**config.mk**
```make
export PLATFORM = sky130hd
export DESIGN_NAME = whack_mole_engine
export DESIGN_NICKNAME = d
export VERILOG_FILES = /design/src/rtl/whack_mole_engine.sv
export SDC_FILE = /design/constraint.sdc
export NUM_CORES = 1
export LEC_CHECK = 0
export ABC_AREA = 0
export ABC_CLOCK_PERIOD_IN_PS = 11950
export CAP_MARGIN = 5
export CORE_AREA = 2 2 155 96
export CTS_BUF_LIST = sky130_fd_sc_hd__clkbuf_4
export DETAILED_ROUTE_END_ITERATION = 8
export DIE_AREA = 0 0 157 98
export GPL_ROUTABILITY_DRIVEN = 0
export HOLD_SLACK_MARGIN = 0.02
export SETUP_SLACK_MARGIN = 0.1
export SLEW_MARGIN = 20
export SYNTH_ARGS = -nofsm -noshare
export SYNTH_HDL_FRONTEND = slang
export SYNTH_SLANG_ARGS = --single-unit
```
**constraint.sdc**
```tcl
create_clock -name clk -period 11.95 [get_ports clk]
set_input_delay 1.195 -clock clk [delete_from_list [all_inputs] [get_ports clk]]
set_output_delay 1.195 -clock clk [all_outputs]
set_load 0.02 [all_outputs]
```
**src/rtl/whack_mole_engine.sv**
```systemverilog
// Whack-a-mole game engine: LFSR-placed moles, per-mole countdown, score/strike tracking.
// Latency: all outputs registered; a switch event is reflected one clk after it is sampled.
// Backpressure: none; start is honoured only in IDLE/DONE, switches only while ACTIVE.
module whack_mole_engine #(
    parameter int N_MOLES       = 10,
    parameter int TICKS_PER_SEC = 50000000,
    parameter int ROUND_SEC     = 5,
    parameter int MIN_SEC       = 2,
    parameter int MAX_MISSES    = 3,
    parameter int SCORE_W       = 8
) (
    input  logic               clk,
    input  logic               reset,
    input  logic               start,
    input  logic [N_MOLES-1:0] sw,
    output logic [N_MOLES-1:0] mole_led,
    output logic [SCORE_W-1:0] score,
    output logic [3:0]         sec_left,
    output logic [2:0]         misses,
    output logic               hit,
    output logic               game_over
);

    localparam int TICK_W = (TICKS_PER_SEC > 1) ? $clog2(TICKS_PER_SEC) : 1;
    localparam int IDX_W  = $clog2(N_MOLES);

    typedef enum logic [1:0] {
        IDLE   = 2'd0,
        ARM    = 2'd1,
        ACTIVE = 2'd2,
        DONE   = 2'd3
    } state_t;

    state_t              state;
    state_t              state_nxt;
    logic [15:0]         lfsr;
    logic [IDX_W-1:0]    idx;
    logic [IDX_W-1:0]    cand;
    logic [IDX_W-1:0]    pick;
    logic [IDX_W-1:0]    idx_nxt;
    logic [N_MOLES-1:0]  baseline;
    logic [N_MOLES-1:0]  diff;
    logic [N_MOLES-1:0]  led_nxt;
    logic [TICK_W-1:0]   tick_cnt;
    logic [3:0]          cur_sec;
    logic                is_hit;
    logic                is_miss;
    logic                tick_wrap;
    logic                timeout;
    logic                last_strike;
    logic                fb;

    // Event decode and next-state selection
    always_comb begin
        state_nxt   = state;
        diff        = sw ^ baseline;
        is_hit      = 1'b0;
        is_miss     = 1'b0;
        tick_wrap   = (tick_cnt == TICK_W'(TICKS_PER_SEC - 1));
        timeout     = 1'b0;
        last_strike = (misses == 3'(MAX_MISSES - 1));
        fb          = lfsr[15] ^ lfsr[13] ^ lfsr[12] ^ lfsr[10];
        cand        = IDX_W'(lfsr % 16'(N_MOLES));
        pick        = cand;
        if (cand == idx) begin
            pick = (cand == IDX_W'(N_MOLES - 1)) ? '0 : cand + 1'b1;
        end
        idx_nxt = idx;
        if (state == ARM) begin
            idx_nxt = pick;
        end
        if (state == ACTIVE) begin
            is_hit  = (diff == mole_led);
            is_miss = |(diff & ~mole_led);
            timeout = tick_wrap && (sec_left == 4'd1);
        end

        case (state)
            IDLE: begin
                if (start) state_nxt = ARM;
            end
            ARM: begin
                state_nxt = ACTIVE;
            end
            ACTIVE: begin
                if (is_hit) begin
                    state_nxt = ARM;
                end else if ((is_miss && last_strike) || timeout) begin
                    state_nxt = DONE;
                end
            end
            DONE: begin
                if (start) state_nxt = ARM;
            end
            default: state_nxt = IDLE;
        endcase

        led_nxt = '0;
        if (state_nxt == ACTIVE) begin
            led_nxt = {{(N_MOLES-1){1'b0}}, 1'b1} << idx_nxt;
        end
    end

    always_ff @(posedge clk) begin
        if (reset) begin
            state <= IDLE;
        end else begin
            state <= state_nxt;
        end
    end

    always_ff @(posedge clk) begin
        if (reset) begin
            lfsr      <= 16'hACE1;
            idx       <= '0;
            baseline  <= '0;
            tick_cnt  <= '0;
            cur_sec   <= 4'(ROUND_SEC);
            mole_led  <= '0;
            score     <= '0;
            sec_left  <= '0;
            misses    <= '0;
            hit       <= 1'b0;
            game_over <= 1'b0;
        end else begin
            // The LFSR free-runs so mole placement depends on player timing
            lfsr      <= {lfsr[14:0], fb};
            idx       <= idx_nxt;
            mole_led  <= led_nxt;
            hit       <= is_hit;
            game_over <= (state_nxt == DONE);

            case (state)
                IDLE, DONE: begin
                    if (start) begin
                        score   <= '0;
                        misses  <= '0;
                        cur_sec <= 4'(ROUND_SEC);
                    end
                end
                ARM: begin
                    baseline <= sw;
                    sec_left <= cur_sec;
                    tick_cnt <= '0;
                end
                ACTIVE: begin
                    if (is_hit) begin
                        if (score != '1) score <= score + 1'b1;
                        cur_sec <= (cur_sec > 4'(MIN_SEC)) ? cur_sec - 1'b1 : 4'(MIN_SEC);
                    end else begin
                        tick_cnt <= tick_wrap ? '0 : tick_cnt + 1'b1;
                        if (tick_wrap) sec_left <= sec_left - 1'b1;
                        // A wrong flip is forgiven by re-baselining so it counts once
                        if (is_miss) begin
                            misses   <= misses + 1'b1;
                            baseline <= sw;
                        end
                    end
                end
                default: ;
            endcase
        end
    end

endmodule
```
Yosys cells after proc, flatten, opt, wreduce, memory -nomap -nowiden
Cells that the tools add are included.
- RAM bits: 0
- memories: 0
- register bits: 89
- bits in read-only memories: 0
- latch bits: 0
- word-level logic and storage cells: 92
- input port bits: 13
- $add $sub $neg: 6
- mux-type cells: 31
- reductions and logical operators: 15
- equal/unequal tests: 18
- bitwise operators: 7
- div/mod/pow operators: 1
- multipliers: 0
- shifts and indexed selects: 1
- order comparisons: 1
- operators by type and width (operator ; number):
    $mux W26 ; 2
    $pmux W26 S2 ; 1
    $mux W4 ; 8
    $add A26 B1 Y26 const B ; 1
    $eq A26 B26 Y1 const B ; 1
    $mux W8 ; 3
    $mux W10 ; 2
    $pmux W10 S2 ; 1
    $mod A16 B4 Y16 const B ; 1
    $pmux W4 S2 ; 2
    $pmux W8 S2 ; 1
    $and A10 B10 Y10 ; 1
    $eq A10 B10 Y1 ; 1
    $not A10 Y10 ; 1
    $reduce_or A10 Y1 ; 1
    $shl A1 B4 Y10 const A ; 1
    $xor A10 B10 Y10 ; 1
    $mux W3 ; 3
    $reduce_and A3 Y1 ; 3
    $add A8 B1 Y8 const B ; 1
    $eq A2 B2 Y1 const B ; 4
    $ne A2 B2 Y1 const B ; 4
    $ne A8 B8 Y1 const B ; 1
    $reduce_and A4 Y1 ; 2
    other kinds (22) ; 33

Longest topological paths before layout
Gate-level depths: netlist of run 1.
- word-level depth: 12
- depth in mapped cells: 24

Worst setup path after synthesis of run 1
OpenSTA, ideal clock, no wires.
- kind: register to register
- start point: reg lfsr[15]
- end point: reg mole_led[4]
- arrival: 5.669 ns
- slack: 6.166 ns
- buffers on the path: 4
- required time: 11.834 ns
- stages on the path, launching flop included: 22
- period minus slack after synthesis: 5.784 ns
- cells stage by stage: dfxtp_1 > buf_6 > or3b_4 > mux4_2 > and4_4 > buf_6 > or4_1 > o211a_1 > or3_1 > buf_2 > a32o_1 > nor3_2 > a2111oi_4 > or3_1 > buf_6 > and4_4 > o31a_1 > nor4_1 > nor2_1 > or4_4 > a31o_4 > and3_1
- longest elaborated chain between the ends: 6
- elaborated cells on any way between the ends: 8
- classes of those cells: add/sub: 1; div: 1; eq/ne: 2; shift: 1; mux: 3
- RTL lines (element ; line ; source):
    start, declared ; 36 ; logic [15:0] lfsr;
    start signal, assigned ; 127 ; lfsr <= {lfsr[14:0], fb};
    $mod A16 B4 Y16 * ; 63 ; cand = IDX_W'(lfsr % 16'(N_MOLES));
    $add A4 B1 Y4 or $eq A4 B4 Y1 (tied branches) ; 66 ; pick = (cand == IDX_W'(N_MOLES - 1)) ? '0 : cand + 1'b1;
    $mux W4 ; 66 ;
    $mux W4 * ; 65 ; if (cand == idx) begin
    $mux W4 * ; 69 ; if (state == ARM) begin
    $shl A1 B4 Y10 * ; 100 ; led_nxt = {{(N_MOLES-1){1'b0}}, 1'b1} << idx_nxt;
    end signal, assigned ; 129 ; mole_led <= led_nxt;
    end, declared ; 16 ; output logic [N_MOLES-1:0] mole_led,
Mark *: on every way between the ends. The rest lies on a longest branch, timed or not.
A chain may end at the register's enable or synchronous reset.

Worst setup path in the final report of run 1
- start point: reg lfsr[13]
- end point: reg mole_led[2]
Same word-level chain as after synthesis.

==> results of run 1 <==
==> path summary, 6_finish.rpt <==
check | from | to | slack [ps] | cells after the start
max | lfsr[13] | mole_led[2] | 4910 | 18
min | tick_cnt[22] | tick_cnt[22] | 500 | 1
max reg2reg | lfsr[13] | mole_led[2] | 4910 | 18
min reg2reg | tick_cnt[22] | tick_cnt[22] | 500 | 1
==> state kept, by name, indices dropped and copies added, names as in the netlist <==
register / count
tick_cnt: 26
lfsr: 16
baseline: 10
mole_led: 10
score: 8
cur_sec: 4
idx: 4
sec_left: 4
misses: 3
state: 2
game_over: 1
hit: 1
==> where the power goes <==
group / switching, mW / internal (mW) / total (mW)
Clock: 0.113 / 0.0443 / 0.157
Combinational: 0.252 / 0.159 / 0.411
Sequential: 0.0305 / 0.317 / 0.347
Total: 0.395 / 0.520 / 0.915
==> kinds of logic (layout without fill, tap and decap cells) <==
logic type                 Yosys count  in the layout
AOI/OAI and AO/OA                  230            230
adders and majority gates           20             20
DFF                                 89             89
other                                0              1
and+or+nand+nor                    364            364
xor gates and xnor gates            27             27
muxes                               17             17
buffers and inverters               85             90
==> per-stage QoR <==
step / area, sq um / setup slack (ps) / total power [mW]
after floorplan: 6460 / 6170 / 0.675
final: 7000 / 4910 / 0.915
after detailed placement: 6870 / 5160 / 0.755
after CTS: 6990 / 5110 / 0.913
after global routing: 7000 / 4420 / 0.979
after global placement: 6870 / 5450 / 0.746
==> cell type report <==
cell class / instances / area [sq um]
diodes: 1 / 2.50
clock buffers: 9 / 67.6
clock inverters: 7 / 58.8
fillers: 1352 / 7090
inverters: 34 / 128
multi-input cells: 658 / 4320
flip-flops and latches: 89 / 1780
well taps: 198 / 248
repair buffers: 40 / 393
==> metal layers <==
layer,GRT usage (%),wire length [um],vias to the layer above
li1,-,-,3101
met1,36.6,9130,2984
met2,29.6,6540,239
met3,5.15,1420,17
met4,3.53,122,0
met5,0,0,-
==> placed cells by master, fill, tap and decap left out, types with 20 or more instances in the layout <==
cell type,netlist,routed
nand3_1,28,28
nor2_1,109,109
clkdlybuf4s50_1,0,38
a21oi_1,52,52
inv_1,31,31
xor2_1,21,21
nand2_1,58,58
dfxtp_1,89,89
ha_1,20,20
o21ai_0,47,47
==> flow_metrics.env, run 1 <==
export IMPL_status="finished, final reports clean"
export IMPL_path_cells="nand2b_1 > nor3_1 > o41ai_1 > nand2_1 > nor3_1 > a211oi_1 > a22oi_1 > mux2i_1 > nor3_1 > a221o_1 > or3_1 > and2_1 > mux4_2 > a2111o_1 > a2111oi_2 > a311o_2 > nand2_2 > nor3b_1"
export IMPL_cts_buffer_depth=2
export IMPL_die_area_sq_mm=0.0154
export IMPL_drt_pass1_iter_count=8
export IMPL_synthFlopType="dfxtp_1"
export IMPL_finalSetupViolCount=0
export IMPL_synth_most_common_cell="nor2_1"
export IMPL_die_height_um=98
export IMPL_p_per_area_mw_per_mm2=131
export IMPL_netlist_instances=832
export IMPL_syn2layout_area_growth_pct=8.23
export IMPL_ant_nets=0
export IMPL_core_area_sq_mm=0.0141
export IMPL_first_global_vias=5661
export IMPL_yosys_area_share_simple_pct=30.3
export IMPL_cts_sinks=89
export IMPL_ios=40
export IMPL_drt_iter0_drc=925
export IMPL_ir_worst_vdd_v=0.0000508
export IMPL_crit_top_cell="nor3_1"
export IMPL_grt_pass1_wl_um=28500
export IMPL_netlist_area_leader_share_pct=27.6
export IMPL_ys_warn_count=0
export IMPL_die_width_um=157
export IMPL_num_rows=34
export IMPL_synthXorXnorAreaFrac_pct=3.66
export IMPL_worst_setup_path_end_kind="flip-flop"
export IMPL_clk_pin_slew_ps=150
export IMPL_ctsHoldBuffers=0
export IMPL_synthArstFlopShare_pct=0
export IMPL_critPathMaxStageDelay_ps=780
export IMPL_hold_class="flip-flop to flip-flop"
export IMPL_synth_enable_flop_cells=0
export IMPL_clk_latency_ps=460
export IMPL_vias=6341
export IMPL_placed_cells=1019
export IMPL_start_kind="flip-flop"
export IMPL_htreeDepth=3
export IMPL_final_cells=1036
export IMPL_postSynthAreaPerCell_sq_um=7.77
export IMPL_grt_max_degree=66
export IMPL_p_leak_nw=2.45
export IMPL_hpwl_um=12600
export IMPL_rsz0062_at_grt="no"
export IMPL_netlist_area_sq_mm=0.00646
export IMPL_hold_slack_ps=501
export IMPL_post_route_util_pct=49.7
export IMPL_routed_wl_um=17200
export IMPL_finalCritPeriodShare_pct=58.9
export IMPL_synth_area_leaders="dfxtp_1, nor2_1, a21oi_1"
export IMPL_postCtsSetupBuffers=0
export IMPL_synthAdderAreaFrac_pct=3.87
export IMPL_drive_above_1_share_pct=7.65
export IMPL_relSlewSlack_pct=29.6
export IMPL_path_max_fanout=23
export IMPL_drc=0
export IMPL_criticalPathCategory="flip-flop to flip-flop"
export IMPL_initial_core_util_pct=45.9
export IMPL_yosys_area_top_type="dfxtp_1"
export IMPL_tns_ps=0
export IMPL_cts_tree="yes"
export IMPL_clockRootBuffer="clkbuf_4"
export IMPL_synth_nets=865
export IMPL_grt_use_total_pct=22.5
export IMPL_grt_antenna_before_repair=1
export IMPL_cts_buffers=9
export IMPL_route_detailed_wl_per_inst_um=16.6
export IMPL_layout_nets=865
export IMPL_worst_pin_slew_ps=1050
export IMPL_worst_clock_skew_ps=20.6
export IMPL_routed_via_density=6.12
export IMPL_synth_common_cells="nor2_1, dfxtp_1, nand2_1"
export IMPL_ys_seq_elements=89
export IMPL_post_route_min_period_ps=7040
export IMPL_worstPathArrival_ps=7430
export IMPL_cts_resized=0
export IMPL_synthMuxAreaShare_pct=3.04
export IMPL_fmax_mhz=142
export IMPL_synth_top_family_by_area="simple AND/OR/NAND/NOR gates"
export IMPL_slew_violations=0
export IMPL_grt_overflow_total=0
export IMPL_synth_compound_area_share_pct=25.9
export IMPL_drv_cap=0
export IMPL_hold_viol_final=0
export IMPL_synthDistinctLibCells=94
export IMPL_cpMaxStageDelayCell="dfxtp_1"
export IMPL_critPathTopFamily="compound AO/OA/AOI/OAI gates"
export IMPL_timing_critical_path_buf_inv=0
export IMPL_yosysSeqAreaShare_pct=27.6
export IMPL_placement_io_buffers=39
export IMPL_crit_required_ps=12340
No activity file was read; power rests on OpenSTA's default activity.
==> run 2, diff against run 1 <==
Settings changed: ABC_CLOCK_PERIOD_IN_PS 11950 to 6600.
Clock period 11.95 ns to 6.6 ns, I/O delays scaled along.
==> run 2 against run 1 <==
  * Maximum frequency rose by 12%
  * Register-to-register slack got worse by 4600 ps
  * Via count rose by 1.9%
  * Core utilization rose by 1.9 points
  * Design area rose by 3.8%
  * Die area did not move
  * Combinational power rose by 96%
  * Clock skew rose by 12 ps
  * Global-route usage barely moved
==> flow_metrics.env, run 2 (synthesized netlist as in run 1, its figures left out) <==
export IMPL_hpwl_um=12900
export IMPL_fmax_mhz=160
export IMPL_r2r_setup_slack_ps=340
export IMPL_criticalPathCategory="flip-flop to flip-flop"
export IMPL_ant_nets=0
export IMPL_reg2reg_to="mole_led[5]"
export IMPL_routed_via_density=6.10
export IMPL_die_height_um=98
export IMPL_num_rows=34
export IMPL_start_kind="flip-flop"
export IMPL_layout_nets=888
export IMPL_tns_ps=0
export IMPL_cts_buffers=9
export IMPL_worst_setup_path_end_kind="flip-flop"
export IMPL_final_common_cell="nor2_1"
export IMPL_clk_pin_slew_ps=150
export IMPL_finalCritPeriodShare_pct=94.9
export IMPL_ctsHoldBuffers=0
export IMPL_drc=0
export IMPL_worst_pin_slew_ps=1030
export IMPL_r2r_cells=18
export IMPL_ios=40
export IMPL_clockRootBuffer="clkbuf_4"
export IMPL_regMostFlops="tick_cnt"
export IMPL_ir_worst_vdd_v=0.0000951
export IMPL_grt_antenna_before_repair=1
export IMPL_hold_start="cur_sec[3]"
export IMPL_worst_slack_ps=339
export IMPL_crit_required_ps=6980
export IMPL_drv_cap=0
export IMPL_hold_viol_final=0
export IMPL_drive_above_1_share_pct=12.3
export IMPL_fill_cells=1333
export IMPL_mostFrequentLayoutCells="nor2_1, dfxtp_1, nand2_1"
export IMPL_core_area_sq_mm=0.0141
export IMPL_finalSetupViolCount=0
export IMPL_post_place_ws_ps=-25.5
export IMPL_hold_path_end="cur_sec[3]"
export IMPL_relSlewSlack_pct=30.9
export IMPL_drt_iter0_drc=609
export IMPL_path_max_fanout=20
export IMPL_initial_core_util_pct=45.9
export IMPL_worstPathArrival_ps=6640
export IMPL_critPathLaunch="lfsr[12]"
export IMPL_worst_clock_skew_ps=32.2
export IMPL_slew_violations=0
export IMPL_cts_buffer_depth=2
export IMPL_grt_use_total_pct=22.5
export IMPL_post_route_util_pct=51.6
export IMPL_cts_tree="yes"
export IMPL_largest_reg_flops=26
export IMPL_p_per_area_mw_per_mm2=236
export IMPL_htreeDepth=3
export IMPL_grt_overflow_total=0
export IMPL_status="finished, final reports clean"
export IMPL_largest_registers="tick_cnt (26), lfsr (16)"
export IMPL_first_global_vias=5719
export IMPL_grt_pass1_wl_um=28500
export IMPL_hold_depth=2
export IMPL_rsz0062_at_grt="no"
export IMPL_die_area_sq_mm=0.0154
export IMPL_clk_latency_ps=440
export IMPL_syn2layout_area_growth_pct=12.4
export IMPL_cts_sinks=89
export IMPL_r2r_start="lfsr[12]"
export IMPL_drt_pass1_iter_count=6
export IMPL_die_width_um=157
export IMPL_placement_io_buffers=39
export IMPL_grt_max_degree=66
export IMPL_hold_class="flip-flop to flip-flop"
export IMPL_p_leak_nw=2.57
export IMPL_post_route_min_period_ps=6260
export IMPL_vias=6463
export IMPL_routed_wl_um=17500
export IMPL_route_detailed_wl_per_inst_um=16.5
run 2: metal layers:
metal / up-vias / wire (um) / global-route usage (%)
met5: - / 0 / 1.59
met4: 0 / 104 / 4.66
met3: 18 / 1430 / 5.19
met2: 258 / 6930 / 30.0
met1: 3043 / 9060 / 35.8
li1: 3144 / - / -
run 2: area by class of cell:
| cell class | instances | area (sq um) | share of cell area (%) |
|---|---|---|---|
| diodes | 1 | 2.50 | 0.0344 |
| clock buffers | 9 | 67.6 | 0.930 |
| clock inverters | 7 | 65.1 | 0.896 |
| inverters | 34 | 128 | 1.76 |
| multi-input cells | 658 | 4400 | 60.5 |
| flip-flops and latches | 89 | 1790 | 24.7 |
| well taps | 198 | 248 | 3.41 |
| repair buffers | 63 | 566 | 7.79 |
run 2: where the power goes:
part / total [mW] / internal, mW / switching (mW)
Sequential: 0.623 / 0.574 / 0.0490
Clock: 0.290 / 0.0836 / 0.206
Combinational: 0.805 / 0.324 / 0.481
run 2: repair_timing:
action | CTS | global route
endpoints found under the setup margin | 10 | 14
gates cloned | 0 | 0
setup buffers | 0 | 5
gates resized for setup | 4 | 19
pin swaps | 0 | 6
run 2: worst max-delay path by stage:
stage / endpoint / slack, ps / cells past startpoint
2_1_floorplan: mole_led[4] / 820 / 21
3_3_place_gp: mole_led[4] / 70 / 17
3_5_place_dp: mole_led[2] / -30 / 18
4_1_cts: mole_led[2] / 110 / 18
5_1_grt: mole_led[8] / 110 / 19
6_report: mole_led[5] / 340 / 18
run 2: metrics by stage:
step / power [mW] / instance area [sq um] / instances / hold slack (ps)
after floorplan: 1.22 / 6460 / 832 / 440
after global placement: 1.37 / 7000 / 1037 / 458
after detailed placement: 1.38 / 7000 / 1037 / 471
after CTS: 1.68 / 7140 / 1053 / 492
after global routing: 1.83 / 7260 / 1059 / 517
final: 1.72 / 7260 / 1059 / 490
run 2: critical path, cell delays in order (launching register included):
cell,delay (ps)
dfxtp_2,430
buf_4,180
or3b_4,400
mux4_2,490
and4_4,250
or4_1,520
o211a_1,260
or3_4,380
a2111oi_1,410
o21ba_2,220
and4_1,180
a22o_2,340
and2_1,230
a2111oi_4,520
o31a_2,250
nor2_1,80
or4_4,540
a31oi_2,330
and3_1,210
==> run 3, diff against run 2 <==
Settings changed: HOLD_SLACK_MARGIN 0.02 to 0.1.
==> results of run 3 <==
The final DEF is identical to that of run 2; final timing and power are the same.
